--- config.mk ---
export PLATFORM = sky130hd
export DESIGN_NAME = wishbone_arbiter_flat
export DESIGN_NICKNAME = d
export VERILOG_FILES = /design/src/rtl/wishbone_arbiter_if.sv /design/src/rtl/wishbone_arbiter.sv /design/src/flat_wrapper.sv
export SDC_FILE = /design/constraint.sdc
export NUM_CORES = 1
export LEC_CHECK = 0
export BUFFER_PORTS_ARGS = -buffer_cell sky130_fd_sc_hd__buf_2
export CORE_AREA = 2 2 135 137
export CTS_BUF_LIST = sky130_fd_sc_hd__clkbuf_4 sky130_fd_sc_hd__clkbuf_8
export CTS_CLUSTER_SIZE = 8
export DETAILED_ROUTE_END_ITERATION = 7
export DIE_AREA = 0 0 137 139
export GPL_TIMING_DRIVEN = 0
export SYNTH_ARGS = -nofsm -noshare
export SYNTH_HDL_FRONTEND = slang
export SYNTH_SLANG_ARGS = --single-unit
--- constraint.sdc ---
create_clock -name clk -period 2.5 [get_ports clk]
set_input_delay 0 -clock clk [delete_from_list [all_inputs] [get_ports clk]]
set_output_delay 0 -clock clk [all_outputs]
set_load 0.02 [all_outputs]
--- src/rtl/wishbone_arbiter_if.sv ---
// rtl/wishbone_arbiter_if.sv - 32-bit Wishbone bus bundle shared by masters, slave and arbiter
interface wishbone_if;
    logic        cycle;
    logic        strobe;
    logic        write_enable;
    logic [31:0] address;
    logic [3:0]  select;
    logic [31:0] data_in;
    logic [31:0] data_out;
    logic        ack;

    modport master (
        output cycle, strobe, write_enable, address, select, data_in,
        input  data_out, ack
    );

    modport slave (
        input  cycle, strobe, write_enable, address, select, data_in,
        output data_out, ack
    );
endinterface

--- src/rtl/wishbone_arbiter.sv ---
// rtl/wishbone_arbiter.sv - two-master round-robin Wishbone arbiter with a stalled-strobe watchdog
// Grants are registered and held for the whole Wishbone cycle; the data path is combinational.
module wishbone_arbiter #(
    parameter int unsigned TIMEOUT_CYCLES = 255,
    parameter logic [31:0] TIMEOUT_DATA   = 32'hDEADBEEF
) (
    input  logic        clk,
    input  logic        reset,
    wishbone_if.slave   wb_m0,
    wishbone_if.slave   wb_m1,
    wishbone_if.master  wb_s,
    input  logic        timeout_clear,
    output logic [1:0]  grant,
    output logic        timeout_flag,
    output logic [31:0] timeout_addr
);
    localparam int unsigned   CW      = (TIMEOUT_CYCLES > 0) ? $clog2(TIMEOUT_CYCLES + 1) : 1;
    localparam logic [CW-1:0] CNT_MAX = CW'(TIMEOUT_CYCLES);
    localparam bit            WDOG_EN = (TIMEOUT_CYCLES != 0);

    // Encoding doubles as the one-hot grant vector.
    typedef enum logic [1:0] {
        IDLE   = 2'b00,
        OWN_M0 = 2'b01,
        OWN_M1 = 2'b10
    } state_e;

    state_e        state_q, state_d;
    logic          last_owner_q, last_owner_d;
    logic [CW-1:0] wdog_q, wdog_d;
    logic          timeout_flag_q, timeout_flag_d;
    logic [31:0]   timeout_addr_q, timeout_addr_d;

    logic        req_m0, req_m1;
    logic        own_cyc, own_stb, own_we;
    logic [31:0] own_adr, own_wdat;
    logic [3:0]  own_sel;
    logic        fwd_ack, timeout_hit;

    logic        s_cyc, s_stb, s_we;
    logic [31:0] s_adr, s_wdat;
    logic [3:0]  s_sel;
    logic        own_ack;
    logic [31:0] own_rdat;
    logic        m0_ack, m1_ack;
    logic [31:0] m0_rdat, m1_rdat;

    assign req_m0 = wb_m0.cycle && wb_m0.strobe;
    assign req_m1 = wb_m1.cycle && wb_m1.strobe;

    always_comb begin
        own_cyc  = 1'b0;
        own_stb  = 1'b0;
        own_we   = 1'b0;
        own_adr  = '0;
        own_sel  = '0;
        own_wdat = '0;
        case (state_q)
            OWN_M0: begin
                own_cyc  = wb_m0.cycle;
                own_stb  = wb_m0.strobe;
                own_we   = wb_m0.write_enable;
                own_adr  = wb_m0.address;
                own_sel  = wb_m0.select;
                own_wdat = wb_m0.data_in;
            end
            OWN_M1: begin
                own_cyc  = wb_m1.cycle;
                own_stb  = wb_m1.strobe;
                own_we   = wb_m1.write_enable;
                own_adr  = wb_m1.address;
                own_sel  = wb_m1.select;
                own_wdat = wb_m1.data_in;
            end
            default: begin
            end
        endcase
    end

    // A slave ack only counts while the owner strobes; a real ack beats the watchdog.
    assign fwd_ack     = (state_q != IDLE) && own_stb && wb_s.ack;
    assign timeout_hit = WDOG_EN && (state_q != IDLE) && (wdog_q == CNT_MAX) && !fwd_ack;

    always_ff @(posedge clk) begin
        if (reset) begin
            state_q        <= IDLE;
            last_owner_q   <= 1'b1;
            wdog_q         <= '0;
            timeout_flag_q <= 1'b0;
            timeout_addr_q <= '0;
        end else begin
            state_q        <= state_d;
            last_owner_q   <= last_owner_d;
            wdog_q         <= wdog_d;
            timeout_flag_q <= timeout_flag_d;
            timeout_addr_q <= timeout_addr_d;
        end
    end

    always_comb begin
        state_d      = state_q;
        last_owner_d = last_owner_q;
        case (state_q)
            IDLE: begin
                if (req_m0 && (!req_m1 || last_owner_q)) begin
                    state_d      = OWN_M0;
                    last_owner_d = 1'b0;
                end else if (req_m1) begin
                    state_d      = OWN_M1;
                    last_owner_d = 1'b1;
                end
            end
            OWN_M0, OWN_M1: begin
                if (timeout_hit || !own_cyc) begin
                    state_d = IDLE;
                end
            end
            default: state_d = IDLE;
        endcase
    end

    // Counter sits at zero in IDLE, so every fresh grant starts from zero.
    always_comb begin
        wdog_d = wdog_q;
        if (state_q == IDLE || fwd_ack || timeout_hit) begin
            wdog_d = '0;
        end else if (own_stb && !wb_s.ack && (wdog_q != CNT_MAX)) begin
            wdog_d = wdog_q + CW'(1);
        end
    end

    always_comb begin
        timeout_flag_d = timeout_flag_q;
        timeout_addr_d = timeout_addr_q;
        if (timeout_hit) begin
            timeout_flag_d = 1'b1;
            timeout_addr_d = own_adr;
        end else if (timeout_clear) begin
            timeout_flag_d = 1'b0;
        end
    end

    always_comb begin
        s_cyc    = 1'b0;
        s_stb    = 1'b0;
        s_we     = 1'b0;
        s_adr    = '0;
        s_sel    = '0;
        s_wdat   = '0;
        own_ack  = 1'b0;
        own_rdat = '0;
        m0_ack   = 1'b0;
        m0_rdat  = '0;
        m1_ack   = 1'b0;
        m1_rdat  = '0;
        if (state_q != IDLE) begin
            s_cyc    = own_cyc && !timeout_hit;
            s_stb    = own_stb && !timeout_hit;
            s_we     = own_we;
            s_adr    = own_adr;
            s_sel    = own_sel;
            s_wdat   = own_wdat;
            own_ack  = fwd_ack || timeout_hit;
            own_rdat = timeout_hit ? TIMEOUT_DATA : wb_s.data_out;
            if (state_q == OWN_M0) begin
                m0_ack  = own_ack;
                m0_rdat = own_rdat;
            end else begin
                m1_ack  = own_ack;
                m1_rdat = own_rdat;
            end
        end
    end

    assign wb_s.cycle        = s_cyc;
    assign wb_s.strobe       = s_stb;
    assign wb_s.write_enable = s_we;
    assign wb_s.address      = s_adr;
    assign wb_s.select       = s_sel;
    assign wb_s.data_in      = s_wdat;

    assign wb_m0.ack      = m0_ack;
    assign wb_m0.data_out = m0_rdat;
    assign wb_m1.ack      = m1_ack;
    assign wb_m1.data_out = m1_rdat;

    assign grant        = state_q;
    assign timeout_flag = timeout_flag_q;
    assign timeout_addr = timeout_addr_q;
endmodule

--- src/flat_wrapper.sv ---
// flat-port wrapper written by rule: the top's interface ports become plain ports
module wishbone_arbiter_flat 
#(
    parameter int unsigned TIMEOUT_CYCLES = 255,
    parameter logic [31:0] TIMEOUT_DATA   = 32'hDEADBEEF
)
  (clk, reset, timeout_clear, grant, timeout_flag, timeout_addr, wb_m0_cycle, wb_m0_strobe, wb_m0_write_enable, wb_m0_address, wb_m0_select, wb_m0_data_in, wb_m0_data_out, wb_m0_ack, wb_m1_cycle, wb_m1_strobe, wb_m1_write_enable, wb_m1_address, wb_m1_select, wb_m1_data_in, wb_m1_data_out, wb_m1_ack, wb_s_cycle, wb_s_strobe, wb_s_write_enable, wb_s_address, wb_s_select, wb_s_data_in, wb_s_data_out, wb_s_ack);
  wishbone_if wb_m0_i ();
  wishbone_if wb_m1_i ();
  wishbone_if wb_s_i ();
  input  logic clk;
  input  logic reset;
  input  logic timeout_clear;
  output logic [1:0] grant;
  output logic timeout_flag;
  output logic [31:0] timeout_addr;
  input wire logic [$bits(wb_m0_i.cycle)-1:0] wb_m0_cycle;
  input wire logic [$bits(wb_m0_i.strobe)-1:0] wb_m0_strobe;
  input wire logic [$bits(wb_m0_i.write_enable)-1:0] wb_m0_write_enable;
  input wire logic [$bits(wb_m0_i.address)-1:0] wb_m0_address;
  input wire logic [$bits(wb_m0_i.select)-1:0] wb_m0_select;
  input wire logic [$bits(wb_m0_i.data_in)-1:0] wb_m0_data_in;
  output wire logic [$bits(wb_m0_i.data_out)-1:0] wb_m0_data_out;
  output wire logic [$bits(wb_m0_i.ack)-1:0] wb_m0_ack;
  input wire logic [$bits(wb_m1_i.cycle)-1:0] wb_m1_cycle;
  input wire logic [$bits(wb_m1_i.strobe)-1:0] wb_m1_strobe;
  input wire logic [$bits(wb_m1_i.write_enable)-1:0] wb_m1_write_enable;
  input wire logic [$bits(wb_m1_i.address)-1:0] wb_m1_address;
  input wire logic [$bits(wb_m1_i.select)-1:0] wb_m1_select;
  input wire logic [$bits(wb_m1_i.data_in)-1:0] wb_m1_data_in;
  output wire logic [$bits(wb_m1_i.data_out)-1:0] wb_m1_data_out;
  output wire logic [$bits(wb_m1_i.ack)-1:0] wb_m1_ack;
  output wire logic [$bits(wb_s_i.cycle)-1:0] wb_s_cycle;
  output wire logic [$bits(wb_s_i.strobe)-1:0] wb_s_strobe;
  output wire logic [$bits(wb_s_i.write_enable)-1:0] wb_s_write_enable;
  output wire logic [$bits(wb_s_i.address)-1:0] wb_s_address;
  output wire logic [$bits(wb_s_i.select)-1:0] wb_s_select;
  output wire logic [$bits(wb_s_i.data_in)-1:0] wb_s_data_in;
  input wire logic [$bits(wb_s_i.data_out)-1:0] wb_s_data_out;
  input wire logic [$bits(wb_s_i.ack)-1:0] wb_s_ack;
  assign wb_m0_i.cycle = wb_m0_cycle;
  assign wb_m0_i.strobe = wb_m0_strobe;
  assign wb_m0_i.write_enable = wb_m0_write_enable;
  assign wb_m0_i.address = wb_m0_address;
  assign wb_m0_i.select = wb_m0_select;
  assign wb_m0_i.data_in = wb_m0_data_in;
  assign wb_m0_data_out = wb_m0_i.data_out;
  assign wb_m0_ack = wb_m0_i.ack;
  assign wb_m1_i.cycle = wb_m1_cycle;
  assign wb_m1_i.strobe = wb_m1_strobe;
  assign wb_m1_i.write_enable = wb_m1_write_enable;
  assign wb_m1_i.address = wb_m1_address;
  assign wb_m1_i.select = wb_m1_select;
  assign wb_m1_i.data_in = wb_m1_data_in;
  assign wb_m1_data_out = wb_m1_i.data_out;
  assign wb_m1_ack = wb_m1_i.ack;
  assign wb_s_cycle = wb_s_i.cycle;
  assign wb_s_strobe = wb_s_i.strobe;
  assign wb_s_write_enable = wb_s_i.write_enable;
  assign wb_s_address = wb_s_i.address;
  assign wb_s_select = wb_s_i.select;
  assign wb_s_data_in = wb_s_i.data_in;
  assign wb_s_i.data_out = wb_s_data_out;
  assign wb_s_i.ack = wb_s_ack;
  wishbone_arbiter #(.TIMEOUT_CYCLES(TIMEOUT_CYCLES), .TIMEOUT_DATA(TIMEOUT_DATA)) u_core (.clk(clk), .reset(reset), .wb_m0(wb_m0_i), .wb_m1(wb_m1_i), .wb_s(wb_s_i), .timeout_clear(timeout_clear), .grant(grant), .timeout_flag(timeout_flag), .timeout_addr(timeout_addr));
endmodule
# Word-level counts from Yosys, hierarchy flattened
# Index checks and enable logic that the tools add are counted.
[word_totals]
regBits = 44
input_bits = 178
output_inout_bits = 172
wordCells = 70
[op_classes]
addsub = 1
n_eq_ne = 6
muxes = 29
reduce_logical = 29
[ops]
columns = ["op", "n"]
rows = [
  ["$mux 32", 7],
  ["$pmux 32 s2", 2],
  ["$logic_and 1x1->1", 11],
  ["$mux 1", 11],
  ["$add 8x1->8 const B", 1],
  ["$eq 8x8->1 const B", 1],
  ["$ne 8x8->1 const B", 1],
  ["$pmux 4 s2", 1],
  ["$mux 2", 3],
  ["$pmux 1 s2", 3],
  ["$reduce_bool 2->1", 3],
  ["$logic_not 1->1", 5],
  ["$logic_or 1x1->1", 5],
  ["$mux 4", 1],
  ["$pmux 2 s2", 1],
  ["$reduce_and 2->1", 2],
  ["$reduce_or 2->1", 2],
  ["$ne 3x1->1 const B", 1],
  ["$eq 2x1->1 const B", 1],
  ["$eq 2x2->1 const B", 1],
  ["$logic_not 2->1", 1],
  ["$ne 2x1->1 const B", 1],
]

# Depth between registers and ports, before layout
# Gate-level depths: netlist of run 1.
[logic_depth]
depth_word = 9
depth_mapped = 11
mapped_depth_nobuf = 6

# Worst setup path before layout of run 1
# No wires, ideal clock.
[synth_timing]
path_type = "flip-flop to output port"
startpoint = "register u_core.state_q[0] (netlist: u_core.grant[0])"
endpoint = "output port wb_s_strobe"
arrival_time_ps = 2649
required_ps = 2500
setup_slack_ps = -149
path_stages_with_launch = 12
n_path_buf = 5
path_cell_list = "dfxtp_1 inv_1 ha_1 buf_2 nand2b_1 clkbuf_1 nor3_1 clkbuf_1 nor2_1 buf_2 buf_2 nor3_1"
[synth_between]
elab_chain_len = 9
elab_cells_between_ends = 12
cone_classes = "2 x eq/ne; 2 x mux; 8 x reduce/logical"
[synth_lines]
columns = ["item", "line", "rtl"]
rows = [
  ["start, declared", "wishbone_arbiter.sv:28", "state_e state_q, state_d;"],
  ["start signal, assigned", "wishbone_arbiter.sv:92", "state_q <= state_d;"],
  ["$eq 2x2->1 or $eq 2x1->1 (tied branches)", "wishbone_arbiter.sv:58", "case (state_q)"],
  ["$pmux 1 s2", "wishbone_arbiter.sv:58", ""],
  ["$logic_and 1x1->1 (2 in series)", "wishbone_arbiter.sv:81", "assign fwd_ack = (state_q != IDLE) && own_stb && wb_s.ack;"],
  ["$logic_not 1->1", "wishbone_arbiter.sv:82", "assign timeout_hit = WDOG_EN && (state_q != IDLE) && (wdog_q == CNT_MAX) && !fwd_ack;"],
  ["$logic_and 1x1->1", "wishbone_arbiter.sv:82", ""],
  ["$logic_not 1->1", "wishbone_arbiter.sv:158", "s_stb = own_stb && !timeout_hit;"],
  ["$logic_and 1x1->1", "wishbone_arbiter.sv:158", ""],
  ["$mux 1 *", "wishbone_arbiter.sv:156", "if (state_q != IDLE) begin"],
  ["end, declared", "flat_wrapper.sv:34", "output wire logic [$bits(wb_s_i.strobe)-1:0] wb_s_strobe;"],
]
# Mark *: on every way between the ends. The rest lies on a longest branch, timed or not.

# Worst setup path in the final report of run 1
[layout_timing]
startpoint = "register u_core.state_q[0] (netlist: u_core.grant[0])"
endpoint = "output port wb_s_select[3]"
[layout_between]
elab_chain_len = 3
elab_cells_between_ends = 5
cone_classes = "2 x eq/ne; 2 x mux; 1 x reduce/logical"
[layout_lines]
columns = ["item", "line", "rtl"]
rows = [
  ["$eq 2x2->1 or $eq 2x1->1 (tied branches)", "wishbone_arbiter.sv:58", ""],
  ["$pmux 4 s2", "wishbone_arbiter.sv:58", ""],
  ["$mux 4 *", "wishbone_arbiter.sv:156", ""],
  ["end, declared", "flat_wrapper.sv:37", "output wire logic [$bits(wb_s_i.select)-1:0] wb_s_select;"],
]
# Marked as above.

==> impl_metrics.toml, run 1 <==
[grt]
met1_usage_pct = 22.8
track_usage_pct = 18.5
grt.met2_usage_pct = 32.8
grt_start_max_net_pins = 20
grt_pass1_vias = 4828
grt_first_pass_wirelength_um = 27300
top_usage_layer = "met2"
grt_overflow = 0
antenna_found_initial = 5
global_route.usage.met3_pct = 3.62

[logic_synthesis]
synthesized_area_fraction_occupied_by_xor_and_xnor_cells_pct = 0.497
synthSimpleGateAreaFrac_pct = 26.3
synth-edff-count = 0
netlist_area_um2 = 3530
synthArstFlopShare_pct = 0
synth_fa_ha_area_share_pct = 1.42
ys_warn_count = 0
postSynth.topFlopCell = "dfxtp_1"
synth.ff_latch_count = 44
netlist.top_cell.by_area = "dfxtp_1"
synthDominantCellAreaShare_pct = 25.0
seq_area_frac_synth_pct = 25.0
synthesis.nets = 663
synthesis.area_per_instance_um2 = 7.33
synthesis.instances = 481
yosys-top-cells-count = "nor2_1, a22oi_1, clkbuf_1, o21a_1, dfxtp_1"
ys_top_cells_by_area = "dfxtp_1, a22oi_1, o21a_1"
synth_top_family_by_area = "compound AO/OA/AOI/OAI gates"
synth.mux.area_fraction_pct = 0.284
yosysMostFrequentCell = "nor2_1"
synth_compound_area_share_pct = 39.1
post_synth_num_cell_types = 42

[sta]
timing_max_transition_violations_final = 0
upper_clock_frequency_limit_mhz = 420
setup_viols_final = 0
finalCritPeriodShare_pct = 95.3
fin_ws_ps = 118
post-route-min-period_ps = 2380
clock_skew_ps = 6.11
worst-slew-pin-transition_ps = 980
hold_viol_final = 0
timing.setup.tns_ps = 0
maxSlewHeadroom_pct = 34.7

[drt]
via_count = 5185
routed_antenna_nets = 0
drt_pre_antenna_iters = 4
wirelength_um = 18900
detail_route.iter0.violations = 177
wire_per_inst_um = 17.6
detail_routed_via_count_per_cell = 4.84
drc = 0

[hold_path]
timing.hold.worst.class = "in -> reg"

[clock_network]
insertion_delay_ps = 290
worst_setup_hold_path_clk_slew_ps = 80
clock_sinks = 44
ctsLongestPathBuffers = 2
clock_tree_from_tritoncts = "yes"
cts_root_buffer = "clkbuf_8"
cts.htree.levels = 2
number_of_buffers_created_by_cts = 5

[power_and_ir_drop]
power.density_cell_area_nw_per_um2 = 416
power_mw = 2.44
irDropWorstVdd_mv = 0.204
p_leak_nw = 2.87

[place]
place_ws_ps = -919
portBuffers = 349
gp_routability_congestion = 0.833
dp.final_hpwl_um = 15200

[floorplan]
std_cell_rows = 49
die_x_um = 137
initial_standard_cell_utilization_of_the_core_pct = 20.0
coreArea_um2 = 17700
ioPinCount = 350
height_of_the_chip_um = 139
die_area_um2 = 19000

[setup_path]
critical-path-slowest-cell = "clkbuf_1"
crit_chain = "inv_1 > ha_1 > buf_4 > nand2b_4 > clkbuf_1 > nor2_1 > buf_2"
critPathArrivalTime_ps = 2380
critPathRequiredTime_ps = 2500
type_of_element_capturing_the_critical_path = "primary output"
crit_fanout = 10
cp.buffers_inverters = 4
timing.critical_path.from_type = "flip-flop"
crit_path_max_incr_delay_ps = 740
timing.setup.critical_path_class = "reg -> out"
crit_family = "buffers and inverters"

[finish]
layout_overhead_on_the_synthesized_area_pct = 66.5
share_of_final_layout_standard_cells_stronger_than_drive_strength_1_pct = 47.9
num-nets-final = 1024

[run_status]
run_status = "completed"

[flow_run]
max_cap_viol_count = 0
-- area by class of cell --
type	count	area, um^2
multi-input cells	374	2450
clock buffers	5	68.8
well taps	229	287
repair buffers	356	1800
diodes	2	5.00
clock inverters	1	30.0
flip-flops and latches	44	887
inverters	3	11.3
fillers	1934	11800
plain buffers	58	328
-- cells in the final DEF (no fill, tap or decap), types with 3 or more instances in the layout --
cell	instances
and3_1	17
o21ai_0	31
nand3_1	4
o211ai_1	3
o21a_1	48
buf_4	8
or4_1	3
clkbuf_4	5
clkbuf_8	6
nor2_1	77
o21ai_1	3
a21oi_1	39
clkbuf_1	30
a22oi_1	69
nand2_1	4
inv_1	3
dfxtp_1	41
buf_2	351
buf_6	5
ha_1	3
clkbuf_2	9
or4b_1	32
-- per-layer routing --
layer	part of all wire [%]	vias to the layer above
met5	0.17	-
met4	1.4	6
met3	7.5	18
met2	50	237
met1	41	2383
li1	-	2541
-- through the flow --
stage               std cells  hold slack, ps  util [%]  area [um^2]
global placement         1059             274      31.5         5570
CTS                      1069             106      32.8         5800
floorplan                 481             182         -         3540
global route             1072             146      33.3         5870
finish                   1072             117      33.3         5870
detailed placement       1059             276      31.5         5570
-- what timing repair did --
item / 4_1_cts / 5_1_grt
endpoints found under the hold margin: 1 / 0
buffers inserted: 5 / 1
resized for setup: 34 / 31
endpoints found under the setup margin: 179 / 97
pin swaps: 2 / 2
hold buffers: 1 / 0
-- sequential cells by signal, indices dropped and copies added, names as in the netlist --
signal	flops
u_core.timeout_addr	32
u_core.wdog_q	8
u_core.grant	2
u_core.last_owner_q	1
u_core.timeout_flag	1
-- cell families after synthesis --
kind of cell	Yosys count
AOI/OAI and AO/OA	207
and+or+nand+nor	160
buffers and inverters	63
DFF	44
adders and majority gates	4
xor gates and xnor gates	2
muxes	1
-- report_power, final --
part	leakage [nW]	internal, mW	switching, mW	total, mW
combinational	2.46	0.453	0.741	1.19
sequential	0.356	0.708	0.00792	0.716
clock	0.0501	0.287	0.246	0.533
total	2.87	1.45	0.995	2.44
-- tightest hold or removal path, stage by stage --
cell and delay (ps):
buf_2 90, nand2b_1 90, nor4_1 50, nor2_1 80, a211oi_1 50
-- path summary, 6_finish.rpt --
| path | startpoint | endpoint | slack [ps] | depth (start not counted) |
|---|---|---|---|---|
| hold reg to reg | u_core.timeout_addr[29] | u_core.timeout_addr[29] | 470 | 2 |
| setup / recovery | u_core.grant[0] | wb_s_select[3] | 120 | 7 |
| hold / removal | wb_s_ack | u_core.wdog_q[6] | 120 | 5 |
| setup reg to reg | u_core.grant[0] | u_core.timeout_addr[2] | 190 | 8 |
No activity file was read; power rests on OpenSTA's default activity.
==> inputs of run 2 (changes only) <==
--- a/config.mk
+++ b/config.mk
@@ -12,6 +12,7 @@
 export DETAILED_ROUTE_END_ITERATION = 7
 export DIE_AREA = 0 0 137 139
 export GPL_TIMING_DRIVEN = 0
+export PLACE_DENSITY = 0.52
 export SYNTH_ARGS = -nofsm -noshare
 export SYNTH_HDL_FRONTEND = slang
 export SYNTH_SLANG_ARGS = --single-unit
==> impl_metrics.toml, run 2 (same netlist as run 1, synthesis figures left out) <==
[run_status]
run_status = "completed"

[power_and_ir_drop]
comb_power_share_pct = 48.2
power_mw = 2.48
power.density_cell_area_nw_per_um2 = 419
irDropWorstVdd_mv = 0.229
p_leak_nw = 2.90
seq_power_share_pct = 28.9
cell_internal_pwr_mw = 1.48
p_switching_mw = 0.999
power_switching_share_pct = 40.4
clock_power_share_pct = 22.9

[floorplan]
die_area_um2 = 19000
height_of_the_chip_um = 139
ioPinCount = 350
std_cell_rows = 49
coreArea_um2 = 17700
die_x_um = 137
initial_standard_cell_utilization_of_the_core_pct = 20.0

[sta]
grt_setup_unrepaired = "no"
worst-slew-pin-transition_ps = 782
finalCritPeriodShare_pct = 94.4
maxSlewHeadroom_pct = 47.8
upper_clock_frequency_limit_mhz = 424
post-route-min-period_ps = 2360
clock_skew_ps = 9.05
timing_max_transition_violations_final = 0
timing.setup.tns_ps = 0
setup_viols_final = 0
hold_viol_final = 0
fin_hold_ws_ps = 101

[setup_path]
crit_chain = "inv_1 > ha_1 > or3_4 > buf_6 > nor2_4 > buf_6 > buf_6 > o21a_1 > buf_2"
timing.critical_path.mode_cell = "buf_6"
type_of_element_capturing_the_critical_path = "primary output"
crit_cells = 9
cp.buffers_inverters = 5
crit_fanout = 10
timing.critical_path.from_type = "flip-flop"
timing.setup.critical_path_class = "reg -> out"
rr_worst_depth = 7
crit_family = "buffers and inverters"
critPathRequiredTime_ps = 2500
critPathArrivalTime_ps = 2360
critical-path-slowest-cell = "or3_4"
crit_path_max_incr_delay_ps = 420
reg2reg_setup_slack_ps = 190

[finish]
largest_register_ffs = 32
layout_overhead_on_the_synthesized_area_pct = 67.5
n_fill_cell = 1985
share_of_final_layout_standard_cells_stronger_than_drive_strength_1_pct = 48.7
layout.cells.most_common_list = "buf_2, nor2_1, a22oi_1, o21a_1, dfxtp_1"
mostFrequentLayoutCell = "buf_2"
final_cell_area_um2 = 5910
num-nets-final = 1025
final_core_util_pct = 33.5

[grt]
grt_start_max_net_pins = 14
grt_pass1_vias = 4853
antenna_found_initial = 0
grt_overflow = 0
grt_first_pass_wirelength_um = 28000
track_usage_pct = 18.7

[drt]
drt_pre_antenna_iters = 4
wirelength_um = 18900
drc = 0
routed_antenna_nets = 0
wire_per_inst_um = 17.6
detail_routed_via_count_per_cell = 4.79
via_count = 5143
detail_route.iter0.violations = 241

[place]
dp.final_hpwl_um = 15300
portBuffers = 349
gp_routability_congestion = 0.809
postPlaceCellArea_um2 = 5570

[clock_network]
worst_setup_hold_path_clk_slew_ps = 90
ctsLongestPathBuffers = 2
cts.htree.levels = 2
number_of_buffers_created_by_cts = 5
insertion_delay_ps = 300
clock_tree_from_tritoncts = "yes"
clock_sinks = 44
cts_root_buffer = "clkbuf_8"

[hold_path]
worst_hold_path.num_cells = 4
timing.hold.worst.class = "in -> reg"

[flow_run]
max_cap_viol_count = 0
-- run 2: power groups by stage --
stage | registers, mW | clock network [mW] | logic [mW]
final | 0.716 | 0.568 | 1.19
after global routing | 0.718 | 0.619 | 1.31
after CTS | 0.715 | 0.586 | 1.19
after detailed placement | 0.731 | 0 | 1.14
after global placement | 0.730 | 0 | 1.15
after floorplan | 0.734 | 0 | 0.662
-- run 2: area by class of cell --
class	count	area (um^2)	share of cell area, %
multi-input combinational	374	2460	41.7
timing repair buffer	357	1810	30.7
sequential	44	888	15.0
buffer	58	333	5.63
tap	229	287	4.85
clock buffer	6	76.3	1.29
clock inverter	2	35.0	0.593
inverter	3	11.3	0.191
antenna	1	2.50	0.0423
-- run 2: path summary, 6_finish.rpt --
kind	start	to
max	u_core.grant[0]	wb_m1_data_out[27]
max reg2reg	u_core.grant[1]	u_core.timeout_addr[20]
min reg2reg	u_core.timeout_addr[8]	u_core.timeout_addr[8]
min	wb_m1_cycle	u_core.grant[0]
-- run 2: layer usage --
metal	wire length (um)	part of all wire [%]	global-route usage, %	up-vias
met5	0	0	0	-
met1	8230	44	24.6	2366
met4	293	1.6	4.07	0
li1	-	-	-	2539
met3	1400	7.4	3.62	16
met2	8970	47	31.5	222
-- run 2: timing repair --
| action | 4_1_cts | 5_1_grt |
|---|---|---|
| gates resized for setup | 42 | 30 |
| gates cloned | 0 | 0 |
| hold buffers | 1 | 0 |
| endpoints found under the hold margin | 1 | 0 |
| endpoints found under the setup margin | 179 | 117 |
| buffers inserted | 6 | 1 |
| pin swaps | 2 | 2 |
-- run 2: through the flow --
stage | setup slack (ps) | cells
CTS | -1.96 | 1073
detailed placement | -935 | 1059
finish | 140 | 1074
global route | 9.04 | 1073
floorplan | 26.4 | 481
global placement | -849 | 1059
-- run 2: worst register-to-register path: stages (launching register included) --
cell and delay, ps:
dfxtp_2 340, inv_1 90, ha_1 210, clkbuf_4 260, buf_1 430, a22oi_1 240
or4b_1 530, a21oi_1 150
